===== config.mk =====
export PLATFORM = sky130hd
export DESIGN_NAME = spi_master_flat
export DESIGN_NICKNAME = d
export VERILOG_FILES = /design/src/rtl/spi_pkg.sv /design/src/rtl/spi_master_if.sv /design/src/rtl/spi_clk_gen.sv /design/src/rtl/spi_master.sv /design/src/flat_wrapper.sv
export SDC_FILE = /design/constraint.sdc
export NUM_CORES = 1
export LEC_CHECK = 0
export ABC_AREA = 1
export CAP_MARGIN = 40
export CORE_AREA = 2 2 67 101
export DETAILED_ROUTE_END_ITERATION = 6
export DIE_AREA = 0 0 69 103
export PLACE_DENSITY_LB_ADDON = 0.2
export SLEW_MARGIN = 5
export SYNTH_ARGS = -nofsm -noshare
export SYNTH_HDL_FRONTEND = slang
export SYNTH_SLANG_ARGS = --single-unit

===== constraint.sdc =====
create_clock -name clk -period 2.7 [get_ports clk]
set_clock_uncertainty 0.1 [all_clocks]
set_input_delay 0.54 -clock clk [delete_from_list [all_inputs] [get_ports clk]]
set_output_delay 0.54 -clock clk [all_outputs]
set_load 0.01 [all_outputs]

===== src/rtl/spi_pkg.sv =====
// rtl/spi_pkg.sv - shared FSM encoding, command layout and defaults for spi_master
package spi_pkg;

  typedef enum logic [2:0] {
    ST_IDLE,
    ST_SETUP,
    ST_CMD,
    ST_DATA,
    ST_HOLD,
    ST_GAP
  } spi_state_e;

  localparam int CMD_RD_BIT       = 7;
  localparam int DEFAULT_HALF_DIV = 4;

  function automatic logic [7:0] make_cmd(input logic rd, input logic [6:0] addr7);
    logic [7:0] cmd;
    cmd             = {1'b0, addr7};
    cmd[CMD_RD_BIT] = rd;
    return cmd;
  endfunction

endpackage


===== src/rtl/spi_master_if.sv =====
// rtl/spi_master_if.sv - host handshake and SPI pin bundle for spi_master
interface spi_master_if #(
  parameter int ADDR_W = 7
);
  logic              start;
  logic              rd;
  logic [ADDR_W-1:0] addr;
  logic [7:0]        len;
  logic [7:0]        tx_data;
  logic              tx_valid;
  logic              tx_ready;
  logic [7:0]        rx_data;
  logic              rx_valid;
  logic              busy;
  logic              done;
  logic              spi_clk;
  logic              spi_mosi;
  logic              spi_miso;
  logic              spi_cs;

  modport master (
    input  start, rd, addr, len, tx_data, tx_valid, spi_miso,
    output tx_ready, rx_data, rx_valid, busy, done, spi_clk, spi_mosi, spi_cs
  );

  modport slave (
    output start, rd, addr, len, tx_data, tx_valid, spi_miso,
    input  tx_ready, rx_data, rx_valid, busy, done, spi_clk, spi_mosi, spi_cs
  );
endinterface


===== src/rtl/spi_clk_gen.sv =====
// rtl/spi_clk_gen.sv - half-period tick generator; counter restarts from 0 whenever disabled
module spi_clk_gen
  import spi_pkg::*;
#(
  parameter int HALF_DIV = DEFAULT_HALF_DIV
) (
  input  logic clk,
  input  logic rst_n,
  input  logic en,
  output logic tick
);

  localparam logic [7:0] LAST = 8'(HALF_DIV - 1);

  logic [7:0] cnt_q;
  logic [7:0] cnt_d;

  always_comb begin
    cnt_d = 8'd0;
    if (en && cnt_q != LAST) begin
      cnt_d = cnt_q + 8'd1;
    end
  end

  assign tick = en && (cnt_q == LAST);

  always_ff @(posedge clk or negedge rst_n) begin
    if (!rst_n) begin
      cnt_q <= 8'd0;
    end else begin
      cnt_q <= cnt_d;
    end
  end

endmodule


===== src/rtl/spi_master.sv =====
// rtl/spi_master.sv - SPI mode-0 register burst master: command byte then len data bytes
// Each byte spans 16 half-periods; the next byte is loaded at the last falling edge of the current one.
module spi_master
  import spi_pkg::*;
#(
  parameter int HALF_DIV = DEFAULT_HALF_DIV,
  parameter int ADDR_W   = 7
) (
  input  logic         clk,
  input  logic         rst_n,
  spi_master_if.master bus
);

  spi_state_e state_q, state_d;
  logic       rd_q, rd_d;
  logic [7:0] byte_cnt_q, byte_cnt_d;
  logic [3:0] hp_q, hp_d;
  logic       stall_q, stall_d;
  logic [7:0] sh_q, sh_d;
  logic [6:0] rx_sh_q, rx_sh_d;
  logic [7:0] rx_data_q, rx_data_d;
  logic       rx_valid_q, rx_valid_d;
  logic       done_q, done_d;
  logic       spi_clk_q, spi_clk_d;
  logic       spi_cs_q, spi_cs_d;
  logic       tx_ready_c;
  logic       next_exists;
  logic       gen_en;
  logic       tick;
  logic [6:0] addr7;

  if (ADDR_W >= 7) begin : g_addr_trunc
    assign addr7 = bus.addr[6:0];
  end else begin : g_addr_pad
    assign addr7 = {{(7 - ADDR_W){1'b0}}, bus.addr};
  end

  assign gen_en = (state_q != ST_IDLE) && !stall_q;

  spi_clk_gen #(
    .HALF_DIV(HALF_DIV)
  ) u_clk_gen (
    .clk  (clk),
    .rst_n(rst_n),
    .en   (gen_en),
    .tick (tick)
  );

  always_comb begin
    state_d     = state_q;
    rd_d        = rd_q;
    byte_cnt_d  = byte_cnt_q;
    hp_d        = hp_q;
    stall_d     = stall_q;
    sh_d        = sh_q;
    rx_sh_d     = rx_sh_q;
    rx_data_d   = rx_data_q;
    rx_valid_d  = 1'b0;
    done_d      = 1'b0;
    spi_clk_d   = spi_clk_q;
    spi_cs_d    = spi_cs_q;
    tx_ready_c  = 1'b0;
    // byte_cnt counts data bytes still to start while in CMD, and including the current one in DATA
    next_exists = (state_q == ST_CMD) ? (byte_cnt_q != 8'd0) : (byte_cnt_q > 8'd1);

    unique case (state_q)
      ST_IDLE: begin
        if (bus.start) begin
          rd_d       = bus.rd;
          byte_cnt_d = bus.len;
          sh_d       = make_cmd(bus.rd, addr7);
          spi_cs_d   = 1'b0;
          hp_d       = 4'd0;
          state_d    = ST_SETUP;
        end
      end
      ST_SETUP: begin
        if (tick) begin
          spi_clk_d = 1'b1;
          rx_sh_d   = {rx_sh_q[5:0], bus.spi_miso};
          hp_d      = 4'd0;
          state_d   = ST_CMD;
        end
      end
      ST_CMD, ST_DATA: begin
        if (stall_q) begin
          if (bus.tx_valid) begin
            tx_ready_c = 1'b1;
            sh_d       = bus.tx_data;
            stall_d    = 1'b0;
          end
        end else if (tick) begin
          hp_d = hp_q + 4'd1;
          if (!hp_q[0]) begin
            spi_clk_d = 1'b0;
            if (hp_q == 4'd14) begin
              if (next_exists && !rd_q) begin
                if (bus.tx_valid) begin
                  tx_ready_c = 1'b1;
                  sh_d       = bus.tx_data;
                end else begin
                  stall_d = 1'b1;
                end
              end else begin
                sh_d = 8'd0;
              end
            end else begin
              sh_d = {sh_q[6:0], 1'b0};
            end
          end else if (hp_q == 4'd15) begin
            // End of the trailing low half-period: either the next byte's first rising edge or HOLD
            if (next_exists) begin
              spi_clk_d = 1'b1;
              rx_sh_d   = {rx_sh_q[5:0], bus.spi_miso};
              state_d   = ST_DATA;
              if (state_q == ST_DATA) begin
                byte_cnt_d = byte_cnt_q - 8'd1;
              end
            end else begin
              state_d = ST_HOLD;
            end
          end else begin
            spi_clk_d = 1'b1;
            rx_sh_d   = {rx_sh_q[5:0], bus.spi_miso};
            if (state_q == ST_DATA && rd_q && hp_q == 4'd13) begin
              rx_data_d  = {rx_sh_q, bus.spi_miso};
              rx_valid_d = 1'b1;
            end
          end
        end
      end
      ST_HOLD: begin
        if (tick) begin
          spi_cs_d = 1'b1;
          state_d  = ST_GAP;
        end
      end
      ST_GAP: begin
        if (tick) begin
          done_d  = 1'b1;
          state_d = ST_IDLE;
        end
      end
      default: begin
        state_d = ST_IDLE;
      end
    endcase
  end

  always_ff @(posedge clk or negedge rst_n) begin
    if (!rst_n) begin
      state_q    <= ST_IDLE;
      rd_q       <= 1'b0;
      byte_cnt_q <= 8'd0;
      hp_q       <= 4'd0;
      stall_q    <= 1'b0;
      sh_q       <= 8'd0;
      rx_sh_q    <= 7'd0;
      rx_data_q  <= 8'd0;
      rx_valid_q <= 1'b0;
      done_q     <= 1'b0;
      spi_clk_q  <= 1'b0;
      spi_cs_q   <= 1'b1;
    end else begin
      state_q    <= state_d;
      rd_q       <= rd_d;
      byte_cnt_q <= byte_cnt_d;
      hp_q       <= hp_d;
      stall_q    <= stall_d;
      sh_q       <= sh_d;
      rx_sh_q    <= rx_sh_d;
      rx_data_q  <= rx_data_d;
      rx_valid_q <= rx_valid_d;
      done_q     <= done_d;
      spi_clk_q  <= spi_clk_d;
      spi_cs_q   <= spi_cs_d;
    end
  end

  assign bus.tx_ready = tx_ready_c;
  assign bus.rx_data  = rx_data_q;
  assign bus.rx_valid = rx_valid_q;
  assign bus.busy     = (state_q != ST_IDLE);
  assign bus.done     = done_q;
  assign bus.spi_clk  = spi_clk_q;
  assign bus.spi_mosi = sh_q[7];
  assign bus.spi_cs   = spi_cs_q;

endmodule


===== src/flat_wrapper.sv =====
// flat-port wrapper written by rule: the top's interface ports become plain ports
module spi_master_flat import spi_pkg::*;
#(
  parameter int HALF_DIV = DEFAULT_HALF_DIV,
  parameter int ADDR_W   = 7
)
  (clk, rst_n, bus_start, bus_rd, bus_addr, bus_len, bus_tx_data, bus_tx_valid, bus_spi_miso, bus_tx_ready, bus_rx_data, bus_rx_valid, bus_busy, bus_done, bus_spi_clk, bus_spi_mosi, bus_spi_cs);
  spi_master_if #(.ADDR_W(ADDR_W)) bus_i ();
  input  logic clk;
  input  logic rst_n;
  input wire logic [$bits(bus_i.start)-1:0] bus_start;
  input wire logic [$bits(bus_i.rd)-1:0] bus_rd;
  input wire logic [$bits(bus_i.addr)-1:0] bus_addr;
  input wire logic [$bits(bus_i.len)-1:0] bus_len;
  input wire logic [$bits(bus_i.tx_data)-1:0] bus_tx_data;
  input wire logic [$bits(bus_i.tx_valid)-1:0] bus_tx_valid;
  input wire logic [$bits(bus_i.spi_miso)-1:0] bus_spi_miso;
  output wire logic [$bits(bus_i.tx_ready)-1:0] bus_tx_ready;
  output wire logic [$bits(bus_i.rx_data)-1:0] bus_rx_data;
  output wire logic [$bits(bus_i.rx_valid)-1:0] bus_rx_valid;
  output wire logic [$bits(bus_i.busy)-1:0] bus_busy;
  output wire logic [$bits(bus_i.done)-1:0] bus_done;
  output wire logic [$bits(bus_i.spi_clk)-1:0] bus_spi_clk;
  output wire logic [$bits(bus_i.spi_mosi)-1:0] bus_spi_mosi;
  output wire logic [$bits(bus_i.spi_cs)-1:0] bus_spi_cs;
  assign bus_i.start = bus_start;
  assign bus_i.rd = bus_rd;
  assign bus_i.addr = bus_addr;
  assign bus_i.len = bus_len;
  assign bus_i.tx_data = bus_tx_data;
  assign bus_i.tx_valid = bus_tx_valid;
  assign bus_i.spi_miso = bus_spi_miso;
  assign bus_tx_ready = bus_i.tx_ready;
  assign bus_rx_data = bus_i.rx_data;
  assign bus_rx_valid = bus_i.rx_valid;
  assign bus_busy = bus_i.busy;
  assign bus_done = bus_i.done;
  assign bus_spi_clk = bus_i.spi_clk;
  assign bus_spi_mosi = bus_i.spi_mosi;
  assign bus_spi_cs = bus_i.spi_cs;
  spi_master #(.HALF_DIV(HALF_DIV), .ADDR_W(ADDR_W)) u_core (.clk(clk), .rst_n(rst_n), .bus(bus_i));
endmodule

# [Yosys cells after proc, flatten, opt, wreduce, memory -nomap -nowiden]
# Index checks and enable logic that the tools add are counted.
# Widths: inputs -> output; s select.
[totals] elab_cells=138 regBits=52
[op_classes] n_lt_le_gt_ge=1 eq_ne=24 add_sub_neg=3 muxes=70 bitwise_logic=2 n_reduce_logical=25
[ops] operator="$mux 8" n=15
[ops] operator="$mux 7" n=6
[ops] operator="$pmux 8 s2" n=2
[ops] operator="$mux 1" n=29
[ops] operator="$mux 3" n=9
[ops] operator="$mux 4" n=4
[ops] operator="$ne 2x1->1 const B" n=8
[ops] operator="$reduce_and 8->1" n=2
[ops] operator="$pmux 3 s5" n=1
[ops] operator="$pmux 7 s2" n=1
[ops] operator="$eq 4x4->1 const B" n=3
[ops] operator="$pmux 4 s3" n=1
[ops] operator="$reduce_and 6->1" n=2
[ops] operator="$reduce_and 5->1" n=2
[ops] operator="$add 8x1->8 const B" n=1
[ops] operator="$eq 8x2->1 const B" n=1
[ops] operator="$gt 8x1->1 const B" n=1
[ops] operator="$ne 8x2->1 const B" n=1
[ops] operator="$reduce_bool 8->1" n=1
[ops] operator="$sub 8x1->8 const B" n=1
[ops] operator="$eq 3x2->1 const B" n=2
[ops] operator="$eq 3x3->1 const B" n=2
[ops] operator="$logic_and 1x1->1" n=6
[ops] operator="$reduce_bool 2->1" n=3
[ops] operator="16 further kinds" n=21

# [Logic depth before layout (Yosys ltp)]
# Gate-level depths: netlist of the first run.
[depth] ltp_word=9 ltp_mapped=11 mapped_depth_nobuf=11

# [Hierarchy]
# Synthesis of the first run repeated with hierarchy kept, for this count alone.
[hier_totals] cells_unflattened=398 area_unflattened_um2=2974.1
[modules_own_cells] mod="spi_master" n_inst=1 area_per_inst_um2=2541.2 seq_area_each_um2=1102.3 cells_per_inst=344
[modules_own_cells] mod="spi_clk_gen" n_inst=1 area_per_inst_um2=432.9 seq_area_each_um2=200.2 cells_per_inst=54

# [Least setup slack after synthesis of the first run]
# Ideal clock, no wire load.
[synth_timing] path_type="register -> output" from="reg u_core.u_clk_gen.cnt_q[0]" to="out bus_tx_ready" stages_incl_launch_ff=8 arrival_time_ns=1.291 setup_slack_ns=0.769 required_ns=2.060 path_cell_list="dfrtp_1 ha_1 nand2_1 nor2_2 nand2_4 inv_1 nand4_1 a21oi_1"
[synth_via] elab_chain_len=5
[synth_rtl] item="from (decl)" line_no="spi_clk_gen.sv:15" text="logic [7:0] cnt_q;"
[synth_rtl] item="from (signal assigned)" line_no="spi_clk_gen.sv:31" text="cnt_q <= cnt_d;"
[synth_rtl] item="$eq 8x2->1" line_no="spi_clk_gen.sv:25" text="assign tick = en && (cnt_q == LAST);"
[synth_rtl] item="$logic_and 1x1->1" line_no="spi_clk_gen.sv:25"
[synth_rtl] item="$mux 1" line_no="spi_master.sv:92" text="end else if (tick) begin"
[synth_rtl] item="$mux 1" line_no="spi_master.sv:86" text="if (stall_q) begin"
[synth_rtl] item="$mux 1" line_no="spi_master.sv:66" text="unique case (state_q)"
[synth_rtl] item="to (decl)" line_no="flat_wrapper.sv:18" text="output wire logic [$bits(bus_i.tx_ready)-1:0] bus_tx_ready;"
# No other way between the ends.

# [Final worst setup path of the first run]
# Ends and elaborated chain as after synthesis.

==> metrics.cfg, run 1 <==
[status]
outcome=finished, final reports clean

[worst_setup_path]
critPathBufInv=2
critical-path-slowest-cell=sky130_fd_sc_hd__dfrtp_1
endpoint_kind=output port
cp-start-kind=flop
cp.arrival_ns=1.81
criticalPathCategory=reg2out
cp_slowest_stage_delay_ns=0.39
critical_path_depth=8
worst-r2r-cell-count=9
worst-path-max-fanout=8
critical_path_required_ns=2.06
crit_chain=ha_1 > nand2_1 > nor2_4 > nand2_4 > inv_1 > nand4_1 > a21oi_1 > clkbuf_2
timing.critical_path.max_delay_family=simple AND/OR/NAND/NOR gates

[sta]
tightest_slew_ns=0.658
final.min_clock_period_ns=2.45
setup-violations-final=0
hold_viol=0
slew_viol_final=0
max_freq_ghz=0.407
setup_ws_ns=0.245
fin_setup_tns_ns=0
rsz0062_at_grt=no
slew-limit-headroom_pct=56.2
layout_worst_path_cycle_share_pct=90.9

[global_route]
largest_net_degree_at_the_start_of_global_routing=53
first_global_vias=2653
grt_first_pass_wirelength_um=11900
grt_remaining_overflow=0
globalRouteMet1Util_pct=24.4
globalRouteTotalUtil_pct=20.6
busiest_layer_in_global_routing=met2
met2_usage_pct=38.0
grt_antenna_before_repair=0
grt_use_met3_pct=3.52

[clock_tree]
cts.sinks=52
ctsRootBufferMaster=sky130_fd_sc_hd__clkbuf_8
worst_setup_hold_path_clk_slew_ns=0.10
clockBufferDepth=2
h-tree-depth=2
tritoncts=built
cts_buffers=5
clk-insertion-delay-late_ns=0.31
hold_buffers=0

[yosys]
synth-warning-count=0
main_combinational_cell_family_by_area_after_synthesis=simple AND/OR/NAND/NOR gates
synthSimpleGateAreaFrac_pct=36.8
synthesis.instances=403
mappedNetlistArea_um2=3010
fraction_of_the_mapped_netlist_area_in_compound_gates_pct=9.06
mappedNetlistNets=438
synth_largest_area_cell=sky130_fd_sc_hd__dfrtp_1
synth_xor_xnor_area_share_pct=0.582
ys_top_cells_by_area=sky130_fd_sc_hd__dfrtp_1 42%, sky130_fd_sc_hd__nand2_1 17%, sky130_fd_sc_hd__nor2_1 5.4%
synth_area_in_adders_pct=2.49
synth.ff_latch_count=52
yosysUniqueCellTypes=37
netlist.area_leader.share_pct=42.4
synth.yosys.seq_area_share_pct=43.3
syn_avg_cell_area_um2=7.47
synth.mux.area_fraction_pct=0.374

[min_path]
min_path_type=in2async

[finish]
num_antenna_cells=0
drive_above_1_share_pct=12.2
final_nets=492
layout-area-overhead-vs-synth_pct=22.3

[detailed_routing]
totalWireLength_um=6810
vias_per_cell=5.07
iter_0_drt_violations=103
drt_first_pass_iters=4
drcViolationCount=0
drt.antenna.violating_nets=0
avgRoutedWirePerCell_um=12.8
vias_after_detailed_routing=2708

[power]
peakVddDrop_v=0.000364
pwr_density_cell_nw_per_um2=388
total_leakage_power_nw=1.86

[place]
port_buffers=43
replace_congestion=0.894
dpl.hpwl_um=5140
detailedPlace.worstSlack_ns=0.133

[flow_run]
max_cap_violations=0

[die]
floorplan.io_pins=44
floorplan.die.height_um=103
design.die.area_um2=7110
placeableCoreArea_um2=6310
rows=36
start_util_pct=47.7
fp.dieW_um=69

cells in the final DEF, fill, tap and decap left out, types with 2 or more instances in the layout:
cell,count
sky130_fd_sc_hd__a21oi_1,13
sky130_fd_sc_hd__a31oi_1,2
sky130_fd_sc_hd__and3_1,4
sky130_fd_sc_hd__buf_4,12
sky130_fd_sc_hd__clkbuf_8,6
sky130_fd_sc_hd__clkdlybuf4s50_1,41
sky130_fd_sc_hd__dfrtp_1,51
sky130_fd_sc_hd__ha_1,6
sky130_fd_sc_hd__inv_1,38
sky130_fd_sc_hd__inv_2,3
sky130_fd_sc_hd__nand2_1,136
sky130_fd_sc_hd__nand2_2,7
sky130_fd_sc_hd__nand2_4,3
sky130_fd_sc_hd__nand3_1,26
sky130_fd_sc_hd__nand4_1,6
sky130_fd_sc_hd__nor2_1,43
sky130_fd_sc_hd__nor2_4,5
sky130_fd_sc_hd__nor3_1,7
sky130_fd_sc_hd__nor3b_1,2
sky130_fd_sc_hd__o21ai_0,14
sky130_fd_sc_hd__o21ai_1,8
sky130_fd_sc_hd__o21ai_2,7
sky130_fd_sc_hd__or2_2,2
logic make-up (layout without fill, tap and decap cells):
logic type                 Yosys count  count (layout)
and+or+nand+nor                    245             245
DFF                                 52              52
buffers and inverters               50             105
AOI/OAI and AO/OA                   47              47
adders and majority gates            6               6
xor gates and xnor gates             2               2
muxes                                1               1
state kept, by name, indices dropped and copies added (netlist names):
register,flops
u_core.bus.spi_cs,1
u_core.rx_sh_q,7
u_core.rd_q,1
u_core.bus.spi_clk,1
u_core.sh_q,8
u_core.bus.rx_valid,1
u_core.bus.done,1
u_core.u_clk_gen.cnt_q,8
u_core.byte_cnt_q,8
u_core.bus.rx_data,8
u_core.state_q,3
u_core.stall_q,1
u_core.hp_q,4
routing by layer:
metal,part of all wire [%],routed length [µm]
met5,0,0
met2,53,3580
met3,3.8,258
met4,1.9,128
met1,42,2840
Yosys cell counts (all sizes together):
library cell	count
a31oi	2
o21bai	1
a31o	1
clkinv	1
xor2	1
nand4	7
mux2	1
nor3b	2
dfrtp	51
and3	4
nand3	27
nor3	7
clkbuf	1
nor4	1
buf	7
a22oi	1
inv	41
dfstp	1
nor2	49
nand2	146
xnor2	1
a21oi	13
o21ai	29
ha	6
or2	2
area by class of cell:
type	count	area (µm²)
clock buffers	6	82.6
clock inverters	2	38.8
repair buffers	55	510
inverters	42	158
fillers	606	2630
multi-input cells	301	1490
flip-flops and latches	52	1300
well taps	76	95.1
what timing repair did:
item / in CTS / in global routing
resized for setup: 2 / 3
setup buffers: 0 / 1
gates cloned: 0 / 0
endpoints found under the setup margin: 1 / 1
worst paths after layout:
path,start,to,slack [ns]
min,rst_n,u_core.state_q[1]$_DFFE_PN0P_,0.23
min reg2reg,u_core.bus.spi_clk$_DFFE_PN0P_,u_core.bus.spi_clk$_DFFE_PN0P_,0.39
min in group clk,u_core.bus.spi_clk$_DFFE_PN0P_,u_core.bus.spi_clk$_DFFE_PN0P_,0.39
max in group asynchronous,rst_n,u_core.sh_q[0]$_DFFE_PN0P_,1.83
max reg2reg,u_core.state_q[1]$_DFFE_PN0P_,u_core.byte_cnt_q[0]$_DFFE_PN0P_,0.67
max,u_core.u_clk_gen.cnt_q[0]$_DFF_PN0_,bus_tx_ready,0.25
metrics by stage:
| stage | hold slack [ns] | std cells | area (µm²) | util, % | total power, W |
|---|---|---|---|---|---|
| finish | 0.232 | 534 | 3680 | 58.4 | 0.00143 |
| global route | 0.303 | 534 | 3680 | 58.4 | 0.00149 |
| floorplan | 0.144 | 403 | 3010 | - | 0.000813 |
| detailed placement | 0.371 | 525 | 3550 | 56.2 | 0.000877 |
| global placement | 0.367 | 525 | 3550 | 56.2 | 0.000877 |
| CTS | 0.269 | 533 | 3670 | 58.2 | 0.00145 |
where the power goes:
group | internal [W] | leakage (nW) | switching (W)
registers | 0.000778 | 0.703 | 0
clock network | 0.000303 | 0.0614 | 0.000266
logic | 0.0000455 | 1.10 | 0.0000351
No activity file was read; power rests on OpenSTA's default activity.
==> run 2: changes to the inputs <==
--- a/config.mk
+++ b/config.mk
@@ -7,11 +7,12 @@
 export LEC_CHECK = 0
 export ABC_AREA = 1
 export CAP_MARGIN = 40
-export CORE_AREA = 2 2 67 101
+export CORE_AREA = 2 2 66 100
 export DETAILED_ROUTE_END_ITERATION = 6
-export DIE_AREA = 0 0 69 103
+export DIE_AREA = 0 0 68 102
 export PLACE_DENSITY_LB_ADDON = 0.2
 export SLEW_MARGIN = 5
 export SYNTH_ARGS = -nofsm -noshare
 export SYNTH_HDL_FRONTEND = slang
+export SYNTH_HIERARCHICAL = 1
 export SYNTH_SLANG_ARGS = --single-unit
==> run 2 against run 1 <==
  * Global-route usage increased by 0.20 points
  * Synthesized cell count decreased by 1.2%
  * Via count decreased by 0.63%
  * Largest power group unchanged
  * Core utilization increased by 2.8 points
  * Critical path type unchanged
==> metrics.cfg, run 2 <==
[sta]
hold_slack_ns=0.105  ; -0.127 ns
final.min_clock_period_ns=2.51  ; +0.0560 ns
setup_ws_ns=0.189  ; -0.0560 ns
slew-limit-headroom_pct=61.1  ; +4.9 points
layout_worst_path_cycle_share_pct=93.0  ; +2.1 points
rsz0062_at_grt=yes
hold_viol=0  ; unchanged
slew_viol_final=0  ; unchanged
max_freq_ghz=0.398  ; -2.2%
tightest_slew_ns=0.578  ; -0.0795 ns
setup-violations-final=0  ; unchanged

[clock_tree]
cts_buffers=5  ; unchanged
clockBufferDepth=2  ; unchanged
worst_setup_hold_path_clk_slew_ns=0.10  ; about the same
h-tree-depth=2  ; unchanged
tritoncts=built
clk-insertion-delay-late_ns=0.32  ; about the same
cts.sinks=52  ; unchanged
ctsRootBufferMaster=sky130_fd_sc_hd__clkbuf_8

[worst_setup_path]
timing.critical_path.max_delay_family=simple AND/OR/NAND/NOR gates
endpoint_kind=output port
cp.arrival_ns=1.87  ; +0.06 ns
reg2reg_setup_slack_ns=0.42  ; -0.25 ns
critical-path-slowest-cell=sky130_fd_sc_hd__dfrtp_1
timing.rr.end=u_core/rx_sh_q[4]$_DFFE_PN0P_
cp_slowest_stage_delay_ns=0.36  ; -0.03 ns
critPathBufInv=2  ; unchanged
worst-path-max-fanout=2  ; -6
critical_path_required_ns=2.06  ; about the same
r2r-start=u_core/u_clk_gen/cnt_q[0]$_DFF_PN0_
worst-r2r-cell-count=13  ; +4
cp-start-kind=flop
criticalPathCategory=reg2out
crit_chain=ha_1 > nand2_1 > nor2_1 > nand2_1 > nor2_2 > inv_1 > nor2_1 > nand4_1 > a21oi_1 > clkbuf_2

[yosys]
synth-edff-count=0  ; unchanged
mappedNetlistNets=433  ; -1.1%
yosysUniqueCellTypes=31  ; -16%
netlist.area_leader.share_pct=42.9  ; +0.50 points
synthArstFlopShare_pct=100  ; unchanged
synth-warning-count=6  ; +6
ys_top_cells_by_area=sky130_fd_sc_hd__dfrtp_1 43%, sky130_fd_sc_hd__nand2_1 18%, sky130_fd_sc_hd__nor2_1 5.4%
synth.yosys.seq_area_share_pct=43.8  ; +0.51 points
synth_ff_type=sky130_fd_sc_hd__dfrtp_1
syn_avg_cell_area_um2=7.47  ; about the same
synth_commonest_cells=142 x sky130_fd_sc_hd__nand2_1, 51 x sky130_fd_sc_hd__dfrtp_1, 43 x sky130_fd_sc_hd__nor2_1
synth.ff_latch_count=52  ; unchanged
synthesis.instances=398  ; -1.2%
synth_most_common_cell=sky130_fd_sc_hd__nand2_1
synth_largest_area_cell=sky130_fd_sc_hd__dfrtp_1
mappedNetlistArea_um2=2970  ; -1.2%

[detailed_routing]
avgRoutedWirePerCell_um=12.2  ; -4.1%
totalWireLength_um=6530  ; -4.1%
drt_first_pass_iters=4  ; unchanged
iter_0_drt_violations=84  ; -18%
vias_per_cell=5.04  ; -0.63%
vias_after_detailed_routing=2691  ; -0.63%
drcViolationCount=0  ; unchanged
drt.antenna.violating_nets=0  ; unchanged

[status]
outcome=finished, final reports clean

[finish]
layout-area-overhead-vs-synth_pct=24.2
final_nets=494  ; +0.41%
final_cell_mix=142 x sky130_fd_sc_hd__nand2_1, 51 x sky130_fd_sc_hd__dfrtp_1, 42 x sky130_fd_sc_hd__nor2_1
drive_above_1_share_pct=14.3  ; +2.1 points
num_antenna_cells=0  ; unchanged
layout.cells.most_common=sky130_fd_sc_hd__nand2_1
postLayoutCoreUtil_pct=61.1  ; +2.8 points

[place]
port_buffers=43  ; unchanged
dpl.hpwl_um=4920  ; -4.5%
detailedPlace.worstSlack_ns=0.0420  ; -0.0909 ns
replace_congestion=0.858  ; -4.1%

[global_route]
grt_first_pass_wirelength_um=11200  ; -6.3%
grt_antenna_before_repair=0  ; unchanged
grt_remaining_overflow=0  ; unchanged
globalRouteTotalUtil_pct=20.8  ; +0.20 points
largest_net_degree_at_the_start_of_global_routing=31  ; -42%
first_global_vias=2606  ; -1.8%

[die]
design.die.area_um2=6940  ; -2.4%
placeableCoreArea_um2=6040  ; -4.2%
rows=35  ; -2.8%
fp.dieW_um=68  ; -1.4%
start_util_pct=49.2  ; +1.5 points
floorplan.die.height_um=102  ; -0.97%
floorplan.io_pins=44  ; unchanged

[power]
power_frac_comb_pct=6.1  ; +0.5 points
peakVddDrop_v=0.000267  ; -27%
switching_power_w=0.000331  ; +10%
power_report.internal_total_w=0.00102  ; -9.3%
sw_share_pct=24.5  ; +3.4 points
sequentialPowerShare_pct=57.6  ; +3.1 points
p_clk_share_pct=36.3  ; -3.6 points
total_leakage_power_nw=1.75  ; -6.0%
pwr_density_cell_nw_per_um2=367  ; -5.5%

[flow_run]
max_cap_violations=0  ; unchanged

[min_path]
min_path_type=in2async

run 2: cell count changes after synthesis, sizes merged, moves of 4 or more:
cell   before  now
inv        41   36
a21oi      13    8
o21ai      29   37
a31oi       2    7
nand2     146  151
nand3      27   15
and3        4    0
run 2: power by group through the flow:
stage	logic [W]	clock network, W	registers [W]
finish	0.0000828	0.000491	0.000780
global placement	0.0000846	0	0.000795
detailed placement	0.0000848	0	0.000795
global route	0.0000928	0.000532	0.000780
floorplan	0.0000195	0	0.000795
CTS	0.0000851	0.000506	0.000780
run 2: layer usage:
metal / vias to the layer above / part of all wire (%) / GRT usage (%)
li1: 1385 / - / -
met1: 1245 / 41 / 24.2
met2: 52 / 53 / 37.3
met3: 9 / 3.6 / 3.41
met4: 0 / 1.7 / 8.15
met5: - / 0 / 0
run 2: worst reg2reg max path: stages (launching register included):
cell and delay (ns):
sky130_fd_sc_hd__dfrtp_1 0.36, sky130_fd_sc_hd__ha_1 0.17, sky130_fd_sc_hd__nand2_1 0.06, sky130_fd_sc_hd__nor2_1 0.09
sky130_fd_sc_hd__nand2_1 0.09, sky130_fd_sc_hd__nor2_2 0.14, sky130_fd_sc_hd__inv_1 0.07, sky130_fd_sc_hd__buf_4 0.14
sky130_fd_sc_hd__o21ai_2 0.14, sky130_fd_sc_hd__nand2_1 0.10, sky130_fd_sc_hd__nor3_2 0.26, sky130_fd_sc_hd__nand3_4 0.25
sky130_fd_sc_hd__nand2_1 0.16, sky130_fd_sc_hd__o21ai_2 0.06
run 2: cells by family (layout without fill, tap and decap cells):
group | count (synthesis) | after routing | synth area share [%]
buf+inv | 47 | 109 | 7.11
fa+ha+maj | 6 | 6 | 2.52
xor+xnor | 4 | 4 | 1.18
compound gates | 57 | 57 | 11.8
simple gates | 229 | 229 | 32.6
flops | 52 | 52 | 43.8
mux | 3 | 3 | 1.01
run 2: how the worst max path moves through the flow:
stage | from | to | slack (ns) | cells past startpoint
6_report | u_core/u_clk_gen/cnt_q[0]$_DFF_PN0_ | bus_tx_ready | 0.19 | 10
5_1_grt | u_core/u_clk_gen/cnt_q[0]$_DFF_PN0_ | bus_tx_ready | -0.04 | 10
4_1_cts | u_core/u_clk_gen/cnt_q[1]$_DFF_PN0_ | bus_tx_ready | 0.03 | 10
3_5_place_dp | u_core/u_clk_gen/cnt_q[1]$_DFF_PN0_ | bus_tx_ready | 0.04 | 10
3_3_place_gp | u_core/u_clk_gen/cnt_q[1]$_DFF_PN0_ | bus_tx_ready | 0.07 | 10
2_1_floorplan | u_core/state_q[2]$_DFFE_PN0P_ | bus_tx_ready | 0.37 | 10
run 2: stage by stage:
step / cell area, µm² / total power [W] / setup TNS [ns] / cells
floorplan: 2970 / 0.000814 / 0 / 398
detailed placement: 3580 / 0.000880 / 0 / 525
finish: 3690 / 0.00135 / 0 / 534
global placement: 3580 / 0.000880 / 0 / 525
global route: 3690 / 0.00140 / -0.0408 / 534
CTS: 3680 / 0.00137 / 0 / 534
run 2: area by class of cell:
cell class	instances	area [µm²]
clock buffer	5	68.8
clock inverter	3	28.8
fill	569	2350
inverter	38	143
multi-input combinational	299	1480
sequential	52	1300
tap	74	92.6
timing repair buffer	63	583
run 2: what timing repair did:
action                                  CTS  global route
endpoints found under the setup margin    1             9
buffers inserted                          1             0
hold buffers                              0             0
resized for setup                         2             4
==> run 3: changes to the inputs <==
--- a/config.mk
+++ b/config.mk
@@ -6,7 +6,7 @@
 export NUM_CORES = 1
 export LEC_CHECK = 0
 export ABC_AREA = 1
-export CAP_MARGIN = 40
+export CAP_MARGIN = 20
 export CORE_AREA = 2 2 66 100
 export DETAILED_ROUTE_END_ITERATION = 6
 export DIE_AREA = 0 0 68 102
==> results of run 3 <==
Final layout, timing and power as in run 2 (identical DEF).
